`src/rtl/gear_ecu_n16_r2_p4_pkg.sv`:
```
// Shared types and constants for the GeAr(16,2,4) error-correction sequencer.
package gear_pkg;

  localparam int GEAR_N    = 16;
  localparam int GEAR_R    = 2;
  localparam int GEAR_P    = 4;
  localparam int GEAR_NSUB = 6;
  localparam int GEAR_SUBW = GEAR_R + GEAR_P;   // operand bits per sub-adder
  localparam int GEAR_FW   = GEAR_NSUB - 1;     // sub-adders 1..5 can mispredict
  localparam int GEAR_ITW  = 3;                 // wide enough for 0..GEAR_FW

  typedef logic [GEAR_FW:1]     flag_t;
  typedef logic [GEAR_N:0]      sum_t;
  typedef logic [GEAR_ITW-1:0]  iter_t;

  typedef enum logic [1:0] {IDLE, EVAL, DONE} state_t;

  // Isolate the lowest set flag so corrections proceed from the LSB side,
  // letting cascades ripple upward one sub-adder per pass.
  function automatic flag_t lowest_flag(flag_t v);
    return v & (~v + flag_t'(1));
  endfunction

endpackage

```
`src/rtl/gear_ecu_n16_r2_p4_if.sv`:
```
// Operand/result handshake bundle: producer/consumer side is master, block is slave.
interface gear_ecu_n16_r2_p4_if;
  import gear_pkg::*;

  logic              in_valid;
  logic              in_ready;
  logic [GEAR_N-1:0] in1;
  logic [GEAR_N-1:0] in2;
  logic              approx_mode;
  logic              out_valid;
  logic              out_ready;
  sum_t              res;
  logic              out_err;
  iter_t             out_iter;

  modport master (
    output in_valid, in1, in2, approx_mode, out_ready,
    input  in_ready, out_valid, res, out_err, out_iter
  );

  modport slave (
    input  in_valid, in1, in2, approx_mode, out_ready,
    output in_ready, out_valid, res, out_err, out_iter
  );

endinterface

```
`src/rtl/gear_ecu_n16_r2_p4_cin.sv`:
```
// GeAr(16,2,4) datapath with per-sub-adder carry-in injection and error flags.
// Purely combinational; one instance is driven by the sequencer registers.
module gear_n16_r2_p4_cin
  import gear_pkg::*;
(
  input  logic [GEAR_N-1:0] in1,
  input  logic [GEAR_N-1:0] in2,
  input  flag_t             cin,
  output sum_t              res,
  output flag_t             err
);

  logic [GEAR_NSUB-1:0][GEAR_SUBW:0] t;
  logic [GEAR_NSUB-1:0]              ci;

  // Sub-adder 0 never receives a carry-in.
  assign ci = {cin, 1'b0};

  for (genvar k = 0; k < GEAR_NSUB; k++) begin : g_sub
    localparam int LO = GEAR_R * k;

    assign t[k] = {1'b0, in1[LO+GEAR_SUBW-1:LO]}
                + {1'b0, in2[LO+GEAR_SUBW-1:LO]}
                + {{GEAR_SUBW{1'b0}}, ci[k]};

    if (k == 0) begin : g_first
      assign res[GEAR_SUBW-1:0] = t[0][GEAR_SUBW-1:0];
    end else begin : g_rest
      // Low P bits overlap the previous sub-adder and are discarded.
      logic [GEAR_P-1:0] unused_lsb;
      assign unused_lsb = t[k][GEAR_P-1:0];

      assign res[LO+GEAR_SUBW-1:LO+GEAR_P] = t[k][GEAR_SUBW-1:GEAR_P];

      // Mispredict: real carry arrives into a window that fully propagates it,
      // but this sub-adder assumed zero and has not been corrected yet.
      assign err[k] = t[k-1][GEAR_SUBW]
                    & (&(in1[LO+GEAR_P-1:LO] ^ in2[LO+GEAR_P-1:LO]))
                    & ~ci[k];
    end
  end

  assign res[GEAR_N] = t[GEAR_NSUB-1][GEAR_SUBW];

endmodule

```
`src/rtl/gear_ecu_n16_r2_p4.sv`:
```
// GeAr(16,2,4) error-detection-and-correction sequencer.
// Accepts one operand pair, evaluates the approximate sum, then injects
// carry-in into one mispredicting sub-adder per cycle until exact (or until
// MAX_ITER corrections, legal 1..5). Optional saturating correction counter
// on err_cnt when GEAR_ECU_ERRCNT_EN is defined.
module gear_ecu_n16_r2_p4
  import gear_pkg::*;
#(
  parameter int MAX_ITER = 5
) (
  input logic               clk,
  input logic               rst,
  gear_ecu_n16_r2_p4_if.slave bus
`ifdef GEAR_ECU_ERRCNT_EN
  ,
  output logic [15:0]       err_cnt
`endif
);

  state_t            state_q;
  logic [GEAR_N-1:0] in1_q, in2_q;
  logic              amode_q;
  flag_t             cin_q, cin_d, err;
  iter_t             iter_q, iter_d;
  sum_t              sum, res_q;
  logic              in_ready_q, out_valid_q, out_err_q;
  iter_t             out_iter_q;
  logic              accept, finish, handshake;

  gear_n16_r2_p4_cin u_sum (
    .in1 (in1_q),
    .in2 (in2_q),
    .cin (cin_q),
    .res (sum),
    .err (err)
  );

  // Next correction step: force carry-in on the lowest flagged sub-adder.
  always_comb begin
    cin_d  = cin_q | lowest_flag(err);
    iter_d = iter_q + iter_t'(1);
  end

  assign accept    = (state_q == IDLE) && in_ready_q && bus.in_valid;
  assign finish    = (err == '0) || amode_q || (iter_q == iter_t'(MAX_ITER));
  assign handshake = (state_q == DONE) && bus.out_ready;

  // Control FSM with registered handshake and result outputs.
  always_ff @(posedge clk) begin
    if (rst) begin
      state_q     <= IDLE;
      in_ready_q  <= 1'b0;
      out_valid_q <= 1'b0;
      res_q       <= '0;
      out_err_q   <= 1'b0;
      out_iter_q  <= '0;
      cin_q       <= '0;
      iter_q      <= '0;
      in1_q       <= '0;
      in2_q       <= '0;
      amode_q     <= 1'b0;
    end else begin
      unique case (state_q)
        IDLE: begin
          if (accept) begin
            in1_q      <= bus.in1;
            in2_q      <= bus.in2;
            amode_q    <= bus.approx_mode;
            cin_q      <= '0;
            iter_q     <= '0;
            in_ready_q <= 1'b0;
            state_q    <= EVAL;
          end else begin
            in_ready_q <= 1'b1;
          end
        end
        EVAL: begin
          // iter is zero only on the first pass, where the raw prediction is judged.
          if (iter_q == '0) out_err_q <= |err;
          if (finish) begin
            res_q       <= sum;
            out_iter_q  <= iter_q;
            out_valid_q <= 1'b1;
            state_q     <= DONE;
          end else begin
            cin_q  <= cin_d;
            iter_q <= iter_d;
          end
        end
        DONE: begin
          if (bus.out_ready) begin
            out_valid_q <= 1'b0;
            in_ready_q  <= 1'b1;
            state_q     <= IDLE;
          end
        end
        default: state_q <= IDLE;
      endcase
    end
  end

  assign bus.in_ready  = in_ready_q;
  assign bus.out_valid = out_valid_q;
  assign bus.res       = res_q;
  assign bus.out_err   = out_err_q;
  assign bus.out_iter  = out_iter_q;

`ifdef GEAR_ECU_ERRCNT_EN
  logic [15:0] err_cnt_q, err_cnt_d;
  logic [16:0] err_sum;

  assign err_sum   = {1'b0, err_cnt_q} + 17'(out_iter_q);
  assign err_cnt_d = err_sum[16] ? 16'hFFFF : err_sum[15:0];

  // Accumulate corrections of each delivered result, saturating at all-ones.
  always_ff @(posedge clk) begin
    if (rst)            err_cnt_q <= '0;
    else if (handshake) err_cnt_q <= err_cnt_d;
  end

  assign err_cnt = err_cnt_q;
`else
  logic unused_hs;
  assign unused_hs = handshake;
`endif

endmodule

```
`src/flat_wrapper.sv`:
```
// flat-port wrapper written by rule: the top's interface ports become plain ports
module gear_ecu_n16_r2_p4_flat import gear_pkg::*;
#(
  parameter int MAX_ITER = 5
)
  (clk, rst, bus_in_valid, bus_in1, bus_in2, bus_approx_mode, bus_out_ready, bus_in_ready, bus_out_valid, bus_res, bus_out_err, bus_out_iter);
  gear_ecu_n16_r2_p4_if bus_i ();
  input logic clk;
  input logic rst;
  input wire logic [$bits(bus_i.in_valid)-1:0] bus_in_valid;
  input wire logic [$bits(bus_i.in1)-1:0] bus_in1;
  input wire logic [$bits(bus_i.in2)-1:0] bus_in2;
  input wire logic [$bits(bus_i.approx_mode)-1:0] bus_approx_mode;
  input wire logic [$bits(bus_i.out_ready)-1:0] bus_out_ready;
  output wire logic [$bits(bus_i.in_ready)-1:0] bus_in_ready;
  output wire logic [$bits(bus_i.out_valid)-1:0] bus_out_valid;
  output wire logic [$bits(bus_i.res)-1:0] bus_res;
  output wire logic [$bits(bus_i.out_err)-1:0] bus_out_err;
  output wire logic [$bits(bus_i.out_iter)-1:0] bus_out_iter;
  assign bus_i.in_valid = bus_in_valid;
  assign bus_i.in1 = bus_in1;
  assign bus_i.in2 = bus_in2;
  assign bus_i.approx_mode = bus_approx_mode;
  assign bus_i.out_ready = bus_out_ready;
  assign bus_in_ready = bus_i.in_ready;
  assign bus_out_valid = bus_i.out_valid;
  assign bus_res = bus_i.res;
  assign bus_out_err = bus_i.out_err;
  assign bus_out_iter = bus_i.out_iter;
  gear_ecu_n16_r2_p4 #(.MAX_ITER(MAX_ITER)) u_core (.clk(clk), .rst(rst), .bus(bus_i));
endmodule
```
`config.mk`:
```
export PLATFORM = sky130hd
export DESIGN_NAME = gear_ecu_n16_r2_p4_flat
export DESIGN_NICKNAME = d
export VERILOG_FILES = /design/src/rtl/gear_ecu_n16_r2_p4_pkg.sv /design/src/rtl/gear_ecu_n16_r2_p4_if.sv /design/src/rtl/gear_ecu_n16_r2_p4_cin.sv /design/src/rtl/gear_ecu_n16_r2_p4.sv /design/src/flat_wrapper.sv
export SDC_FILE = /design/constraint.sdc
export NUM_CORES = 1
export LEC_CHECK = 0
export ABC_CLOCK_PERIOD_IN_PS = 2600
export BUFFER_PORTS_ARGS = -buffer_cell sky130_fd_sc_hd__clkbuf_2
export CORE_MARGIN = 5
export CORE_UTILIZATION = 30
export DETAILED_ROUTE_END_ITERATION = 8
export SLEW_MARGIN = 20
export SYNTH_ARGS = -nofsm -noshare
export SYNTH_HDL_FRONTEND = slang
export SYNTH_SLANG_ARGS = --single-unit
```
`constraint.sdc`:
```
create_clock -name clk -period 2.6 [get_ports clk]
set_input_delay 0.39 -clock clk [delete_from_list [all_inputs] [get_ports clk]]
set_output_delay 0.39 -clock clk [all_outputs]
set_load 0.03 [all_outputs]
```
# After elaboration in Yosys (flattened, before gate mapping)
# Index checks and enable logic that the tools add are counted.
[op_classes]
n_addsub = 13
eq_ne = 7
n_mux = 16
bitwise_logic = 23
reduce_logical = 23
[op_table]
columns = ["operator", "count"]
rows = [
  ["$add A6 B6 Y7", 6],
  ["$add A7 B1 Y7", 5],
  ["$reduce_and A4 Y1", 5],
  ["$xor A4 B4 Y4", 5],
  ["$and A1 B1 Y1", 10],
  ["$mux W5", 2],
  ["$pmux W5 S2", 1],
  ["$reduce_and A3 Y1", 3],
  ["$reduce_and A2 Y1", 4],
  ["$mux W2", 3],
  ["$mux W3", 2],
  ["$pmux W2 S3", 1],
  ["$pmux W3 S2", 1],
  ["$reduce_bool A2 Y1", 3],
  ["$add A5 B1 Y5 const B", 1],
  ["$and A5 B5 Y5", 1],
  ["$logic_not A5 Y1", 1],
  ["$not A1 Y1", 5],
  ["$not A5 Y5", 1],
  ["$or A5 B5 Y5", 1],
  ["$reduce_or A5 Y1", 1],
  ["$mux W1", 4],
  ["$ne A2 B1 Y1 const B", 2],
  ["$ne A2 B2 Y1 const B", 2],
  ["9 further kinds", 12],
]
[totals]
regBits = 66
inputBits = 37
elab_cells = 93

# Longest topological paths before layout
# Gate-level depths: netlist (run 1).
[logic_depth]
ltp_word = 10
mapped_depth = 9
ltp_nobuf = 8

# Cells and area by module
# A second synthesis (run 1) with hierarchy kept.
[unflattened]
hier_cells = 404
area_unflattened_um2 = 3438.3
[by_module_without_submodules]
columns = ["module", "n_inst", "cells_each", "area_each_um2", "seq_area_each_um2"]
rows = [
  ["gear_ecu_n16_r2_p4", 1, 298, 2642.5, 1321.3],
  ["gear_n16_r2_p4_cin", 1, 106, 795.8, 0.0],
]

# Worst setup path before layout (run 1)
# Ideal clock, no wire load.
[synth_timing]
path_kind = "reg-to-reg"
from = "register u_core.in2_q[0]"
to = "register u_core.out_iter_q[0], in the netlist u_core.bus.out_iter[0]"
t_arrival_ns = 2.152
required_ns = 2.472
slack_ns = 0.320
stages_incl_launch_ff = 10
path_buffers = 1
cell_sequence = "dfxtp_1 > ha_1 > fa_1 > nor3_1 > a211oi_2 > a211oi_2 > a31oi_4 > buf_12 > mux2i_1 > nor2_1"
[synth_between]
elab_chain_cells = 7
[synth_rtl]
columns = ["item", "line_no", "source"]
rows = [
  ["from (decl)", "gear_ecu_n16_r2_p4.sv:21", "logic [GEAR_N-1:0] in1_q, in2_q;"],
  ["from (signal assigned)", "gear_ecu_n16_r2_p4.sv:67", "in2_q <= bus.in2;"],
  ["$add A6 B6 Y7", "gear_ecu_n16_r2_p4_cin.sv:23", "+ {1'b0, in2[LO+GEAR_SUBW-1:LO]}"],
  ["$and A1 B1 Y1", "gear_ecu_n16_r2_p4_cin.sv:38", "& (&(in1[LO+GEAR_P-1:LO] ^ in2[LO+GEAR_P-1:LO]))"],
  ["$and A1 B1 Y1", "gear_ecu_n16_r2_p4_cin.sv:39", "& ~ci[k];"],
  ["$logic_not A5 Y1", "gear_ecu_n16_r2_p4.sv:45", "assign finish = (err == '0) || amode_q || (iter_q == iter_t'(MAX_ITER));"],
  ["$logic_or A1 B1 Y1 (2 in a row)", "gear_ecu_n16_r2_p4.sv:45", ""],
  ["$reduce_and A2 Y1 (no line)", "--", ""],
  ["to (signal assigned)", "gear_ecu_n16_r2_p4.sv:82", "out_iter_q <= iter_q;"],
  ["to (decl)", "gear_ecu_n16_r2_p4.sv:27", "iter_t out_iter_q;"],
]
# No other way between the ends.
# A chain may end at the register's enable or synchronous reset.

# Worst setup path in the final report (run 1)
[layout_timing]
from = "register u_core.in2_q[0]"
to = "register u_core.res_q[2], in the netlist u_core.bus.res[2]"
[layout_between]
elab_chain_cells = 7
[layout_rtl]
columns = ["item", "line_no", "source"]
rows = [
  ["$add A6 B6 Y7 *", "gear_ecu_n16_r2_p4_cin.sv:23", ""],
  ["$and A1 B1 Y1", "gear_ecu_n16_r2_p4_cin.sv:38", ""],
  ["$and A1 B1 Y1", "gear_ecu_n16_r2_p4_cin.sv:39", ""],
  ["$logic_not A5 Y1", "gear_ecu_n16_r2_p4.sv:45", ""],
  ["$logic_or A1 B1 Y1 (2 in a row)", "gear_ecu_n16_r2_p4.sv:45", ""],
  ["$reduce_and A2 Y1 (no line)", "--", ""],
  ["to (signal assigned)", "gear_ecu_n16_r2_p4.sv:81", "res_q <= sum;"],
  ["to (decl)", "gear_ecu_n16_r2_p4.sv:25", "sum_t sum, res_q;"],
]
# Mark *: on every way between the ends. The rest lies on a longest branch, timed or not.

==> out/qor.txt, run 1 <==
Crit Path Max Fanout: 12
Post-synthesis sequential area ratio: 39.85%
Reg power frac: 51.0%
Critical path class: flop to flop
Synthesis Warnings: 0
Post-synthesis net count: 447
Half-perimeter wire length after placement: 5783 um
Max-Cap Viols: 0
DR DRC count: 0
Worst r2r src: u_core.in2_q[0]
Net Sw Power: 551.9 uW
Largest net degree at the start of global routing: 39
Synth cell types: 46
Switching share of power: 26.35%
Post-synthesis async set-or-reset flop share: 0%
Postcts setup bufs: 0
Yosys reg bits: 66
Share of layout cells above drive strength 1: 21.63%
Die width: 115.1 um
CP peak stage delay: 440 ps
CP most frequent cell: a211oi_2
Final slew viol count: 0
Via count: 2793
Count of flip-flops with a built-in enable after synthesis: 0
WL per Instance: 12.66 um
RSZ-0062 raised after global routing: no
Port bufs: 59
Die height: 115.1 um
Synth Area per Inst: 8.502 um^2
Die Area: 0.01325 mm^2
Post-synth top area cell: dfxtp_1
Worst Setup End Kind: flop
Critical path depth: 9
Total gr overflow: 0
DRT Pass-1 Iters: 4
CP Cell Sequence: ha_1 -> fa_1 -> nor3_2 -> a211oi_2 -> a211oi_2 -> a31oi_4 -> buf_12 -> mux2i_1 -> nor2_1
Hold Vio Cnt, Final: 0
Initial antenna violation count: 0
Starting Density: 30.59%
Worst Setup Start Kind: flop
Mapped cell area: 0.003316 mm^2
Vias in the first global route: 2809
H-tree Lvls: 3
Largest delay share family, worst path: adder cells
Top FF cell, synth: dfxtp_1
Clock network fraction of total power: 36.2%
Clock Path Buffers: 2
Num CTS Buffers: 9
Clk sinks: 66
CTS tree: done
Reg-to-reg slack, setup: 190 ps
Layout area overhead: 18.79%
Internal: 1543 uW
CTS clock-pin slew for the worst setup and hold paths: 70 ps
Area after DPL: 0.003764 mm^2
Slowest cell on crit path: fa_1
Worst hold slack: 267.0 ps
Max_slew headroom: 61.31%
CP required: 2820 ps
Synth top area cells: dfxtp_1 40%, nand2_1 9.6%, a21oi_1 8.6%
FF-to-FF End: u_core.bus.res[2]
Fmax: 415.2 MHz
Worst-Margin Slew: 578.3 ps
Number of diodes: 0
Final instance area: 0.003939 mm^2
Io pins: 60
Hold_buf cts: 0
Worst skew pair latency: 340 ps
Routed WL: 7506 um
FP Rows: 38
Setup TNS: 0 ps
CTS root buf: clkbuf_8
Final GP Congestion: 0.8149
Detail Route Antenna Nets: 0
DP Cell Count: 578
Minimum clock period: 2408 ps
DR vias/cell: 4.710
HP Class: input port to flop
Post-Layout Cell Count: 593
Outcome: finished clean
Post-CTS sizing: 0
Commonest non-fill, non-tap cell in the layout: nand2_1
Finish-stage setup viols: 0
Nets: 506
Clock Skews: 8.975 ps
Total GRT Usage: 12.18%
First-pass GRT wire length: 13040 um
R2r worst-path depth: 9
Gate power share: 12.8%
Final Cycle Share: 92.63%
Worst setup path endpoint: u_core.bus.res[2]
Most frequent cells in the layout: 85 x nand2_1, 66 x dfxtp_1, 59 x clkbuf_2
Worst Path Arrival: 2630 ps
Pleak: 0.001701 uW
Area share of the largest cell type after synthesis: 39.85%
Peak VDD IR: 0.0002185 V
Std-Cell Core Area: 0.01084 mm^2
Critical path buffers and inverters: 1
Cells after Synth: 390
Worst Setup SP: u_core.in2_q[0]
Pwr Density: 531.8 mW/mm^2
First DRT Iteration DRCs: 93
## power by group through the flow
stage | Sequential, uW | Clock, uW | Combinational (uW)
global route | 1070 | 837 | 304
CTS | 1070 | 784 | 272
detailed placement | 1090 | 0 | 271
floorplan | 1100 | 0 | 179
global placement | 1090 | 0 | 269
finish | 1070 | 759 | 268
## logic make-up (layout without fill, tap and decap cells)
logic type	Yosys count	after routing	share of synthesized area, %
adder cells (fa/ha/maj)	20	20	7.774
XOR/XNOR	12	12	3.170
flip-flops	66	66	39.85
AO/OA/AOI/OAI	97	97	19.43
buffers and inverters	28	91	4.226
AND/OR/NAND/NOR	149	149	20.11
multiplexers	18	18	5.434
## per-layer routing
metal  global-route usage [%]  share of wire (%)
met2                    20.10                 47
met3                    3.579                4.5
met4                    4.225                1.6
met5                        0                  0
met1                    15.16                 47
## Yosys cell counts, types with 4 or more instances
master / n
a21oi_1: 57
clkbuf_1: 15
dfxtp_1: 66
ha_1: 19
inv_1: 10
mux2i_1: 18
nand2_1: 85
nand3b_1: 6
nor2_1: 30
nor2b_1: 5
nor3_1: 7
o211ai_1: 4
o21a_1: 7
o21ai_0: 7
xnor2_1: 7
xor2_1: 5
## metrics by stage
stage | setup WS, ps | power (uW) | utilization (%)
5_1_grt | 32.63 | 2214 | 36.33
2_1_floorplan | 320.4 | 1280 | -
6_report | 191.6 | 2095 | 36.33
4_1_cts | 77.53 | 2126 | 36.29
3_3_place_gp | 167.1 | 1360 | 34.72
3_5_place_dp | 86.85 | 1363 | 34.72
## how the worst min path moves through the flow
stage / from / endpoint / slack (ps) / cells past startpoint
finish: bus_in1[12] / u_core.in1_q[12] / 270 / 3
global route: bus_in1[10] / u_core.in1_q[10] / 270 / 3
CTS: bus_in1[12] / u_core.in1_q[12] / 250 / 3
detailed placement: u_core.in1_q[9] / u_core.in1_q[9] / 450 / 2
global placement: u_core.in1_q[8] / u_core.in1_q[8] / 450 / 2
floorplan: u_core.in1_q[0] / u_core.in1_q[0] / 440 / 2
## state kept, by name, indices dropped and copies added, names as in the netlist
signal,count
u_core.state_q,2
u_core.in2_q,16
u_core.iter_q,3
u_core.bus.out_iter,3
u_core.bus.out_err,1
u_core.in1_q,16
u_core.cin_q,5
u_core.bus.res,17
u_core.bus.in_ready,1
u_core.bus.out_valid,1
u_core.amode_q,1
## tightest hold or removal path, stage by stage
cell and delay [ps]:
clkbuf_2 80, nand2_1 40, a21oi_1 50
## cell type report
cell class,count,area (um^2)
repair buffers,66,360.3
flip-flops and latches,66,1321
clock buffers,12,155.1
clock inverters,3,15.01
fillers,1137,6902
inverters,10,37.54
well taps,140,175.2
multi-input cells,296,1874
(Power assumes the default switching activity.)
==> run 2, diff against run 1 <==
ABC_CLOCK_PERIOD_IN_PS = 3060   (was 2600)
CORE_MARGIN = 4   (was 5)
clock period = 3.06 ns   (was 2.6 ns; I/O delays follow)
==> run 2 against run 1 <==
Compared with the run above: sequential power fell by 15%; power down 11%; hold slack better by 62 ps; register-to-register slack improved by 250 ps; first-iteration DRC count up 39%; critical path depth fell by 1; critical path type unchanged; critical endpoint is now u_core.bus.res[16]; largest power group unchanged.
==> out/qor.txt, run 2 (synthesis results as in run 1) <==
CTS root buf: clkbuf_8 (unchanged)
Layout area overhead: 18.38% (was 18.79%)
Hold Vio Cnt, Final: 0 (unchanged)
Via count: 2788 (was 2793)
Fmax: 381.5 MHz (was 415.2 MHz)
Outcome: finished clean (unchanged)
DRT Pass-1 Iters: 4 (unchanged)
R2r worst-path depth: 8 (was 9)
FF-to-FF End: u_core.bus.res[16] (was u_core.bus.res[2])
Hold_buf cts: 0 (unchanged)
Std-Cell Core Area: 0.01084 mm^2 (unchanged)
Max-Cap Viols: 0 (unchanged)
Vias in the first global route: 2800 (was 2809)
Total gr overflow: 0 (unchanged)
Half-perimeter wire length after placement: 5718 um (was 5783 um)
H-tree Lvls: 3 (unchanged)
Fillers: 1144 (was 1137)
Switching share of power: 26.42% (was 26.35%)
Share of layout cells above drive strength 1: 21.11% (was 21.63%)
Die height: 113.1 um (was 115.1 um)
First DRT Iteration DRCs: 129 (was 93)
Area after DPL: 0.003721 mm^2 (was 0.003764 mm^2)
Total GRT Usage: 12.32% (was 12.18%)
Critical path class: flop to flop (unchanged)
Reg-to-reg slack, setup: 440 ps (was 190 ps)
CTS clock-pin slew for the worst setup and hold paths: 80 ps (was 70 ps)
Routed WL: 7544 um (was 7506 um)
Final instance area: 0.003925 mm^2 (was 0.003939 mm^2)
Worst-case hold path end point: u_core.in1_q[15] (was u_core.in1_q[12])
Post-Layout Cell Count: 590 (was 593)
DP Cell Count: 574 (was 578)
Pwr Density: 475.7 mW/mm^2 (was 531.8 mW/mm^2)
Setup TNS: 0 ps (unchanged)
First-pass GRT wire length: 12920 um (was 13040 um)
Worst-Margin Slew: 977.6 ps (was 578.3 ps)
Number of diodes: 0 (unchanged)
Clock Skews: 11.85 ps (was 8.975 ps)
Slowest cell on crit path: fa_1 (unchanged)
Die width: 113.1 um (was 115.1 um)
Worst hold path startpoint: bus_in1[15] (was bus_in1[12])
DR vias/cell: 4.725 (was 4.710)
CP required: 3290 ps (was 2820 ps)
Nets: 502 (was 506)
Worst Path Arrival: 2850 ps (was 2630 ps)
CP Cell Sequence: ha_1 -> fa_1 -> nor3_1 -> a211oi_2 -> a211oi_2 -> a31oi_4 -> nor3_1 -> nor3_1 (was ha_1 -> fa_1 -> nor3_2 -> a211oi_2 -> a211oi_2 -> a31oi_4 -> buf_12 -> mux2i_1 -> nor2_1)
DR DRC count: 0 (unchanged)
CTS tree: done (unchanged)
Reg power frac: 48.6% (was 51.0%)
Max reg flops: 17 (unchanged)
Internal: 1374 uW (was 1543 uW)
HP Class: input port to flop (unchanged)
Final Cycle Share: 85.65% (was 92.63%)
Minimum clock period: 2621 ps (was 2408 ps)
Clk sinks: 66 (unchanged)
Starting Density: 30.59% (unchanged)
Finish-stage setup viols: 0 (unchanged)
WL per Instance: 12.79 um (was 12.66 um)
Detail Route Antenna Nets: 0 (unchanged)
Postcts setup bufs: 0 (unchanged)
Pleak: 0.001679 uW (was 0.001701 uW)
Final GP Congestion: 0.8721 (was 0.8149)
Max_slew headroom: 34.83% (was 61.31%)
Gate power share: 11.9% (was 12.8%)
Worst Setup Start Kind: flop (unchanged)
Worst r2r src: u_core.in2_q[0] (unchanged)
Die Area: 0.01280 mm^2 (was 0.01325 mm^2)
Port bufs: 59 (unchanged)
Power after layout: 1867 uW (was 2095 uW)
CP peak stage delay: 420 ps (was 440 ps)
Final slew viol count: 0 (unchanged)
Initial antenna violation count: 0 (unchanged)
CP most frequent cell: nor3_1 (was a211oi_2)
Worst skew pair latency: 350 ps (was 340 ps)
Io pins: 60 (unchanged)
Worst hold stages: 3 (unchanged)
Clock Path Buffers: 2 (unchanged)
Post-CTS sizing: 0 (unchanged)
Most frequent cells in the layout: 85 x nand2_1, 66 x dfxtp_1, 59 x clkbuf_2 (unchanged)
Peak VDD IR: 0.0001783 V (was 0.0002185 V)
Commonest non-fill, non-tap cell in the layout: nand2_1 (unchanged)
Worst Setup End Kind: flop (unchanged)
Clock network fraction of total power: 39.5% (was 36.2%)
RSZ-0062 raised after global routing: no (unchanged)
Net Sw Power: 493.2 uW (was 551.9 uW)
FP Rows: 38 (unchanged)
Num CTS Buffers: 9 (unchanged)
Crit Path Max Fanout: 26 (was 12)
Largest net degree at the start of global routing: 37 (was 39)
==> run 2: changes by cell type in the layout (fill, tap and decap cells not counted), sizes merged <==
cell,change
buf,-4
bufinv,+1
clkbuf,-2
clkinv,-1
clkinvlp,+3
==> run 2: power groups by stage <==
stage	sequential, uW	combinational [uW]	clock [uW]
finish	908	222	737
global route	912	253	800
CTS	908	226	762
detailed placement	928	225	0
global placement	927	222	0
floorplan	935	152	0
==> run 2: metrics by stage <==
step | hold slack (ps) | utilization (%) | setup WS, ps
after floorplan | 440.0 | - | 780.4
after global placement | 450.9 | 34.33 | 493.6
after detailed placement | 452.3 | 34.33 | 431.4
after CTS | 310.0 | 36.21 | 415.4
after global routing | 315.9 | 36.21 | 190.6
final | 328.7 | 36.21 | 439.1
==> run 2: final cells by class <==
| class | instances | area (um^2) | area share [%] |
|---|---|---|---|
| multi-input cells | 296 | 1869 | 47.63 |
| flip-flops and latches | 66 | 1321 | 33.66 |
| repair buffers | 62 | 317.8 | 8.097 |
| well taps | 140 | 175.2 | 4.463 |
| clock buffers | 10 | 137.6 | 3.507 |
| clock inverters | 6 | 66.31 | 1.690 |
| inverters | 10 | 37.54 | 0.9563 |
==> run 2: how the worst max path moves through the flow <==
stage                    startpoint                      to  slack (ps)  cells after the start
floorplan           u_core.in2_q[0]  u_core.bus.out_iter[0]         780                      9
global placement    u_core.in2_q[0]      u_core.bus.res[16]         490                      8
detailed placement  u_core.in2_q[0]      u_core.bus.res[16]         430                      8
CTS                 u_core.in2_q[0]      u_core.bus.res[16]         420                      8
global route        u_core.in2_q[7]       u_core.bus.res[7]         190                      7
finish              u_core.in2_q[0]      u_core.bus.res[16]         440                      8
==> run 2: critical path, delay by kind of cell, from the launching register on <==
family / cells / cell delay, ps
AOI/OAI and AO/OA: 3 / 840
adders and majority gates: 2 / 640
DFF: 1 / 320
and+or+nand+nor: 3 / 690
==> run 2: per-layer routing <==
layer  vias up  global-route usage (%)  wire [um]
met3         8                   3.048        223
met2        43                   20.81       3652
met4         0                   4.487        104
met1      1279                   15.18       3564
li1       1458                       -          -
met5         -                       0          0
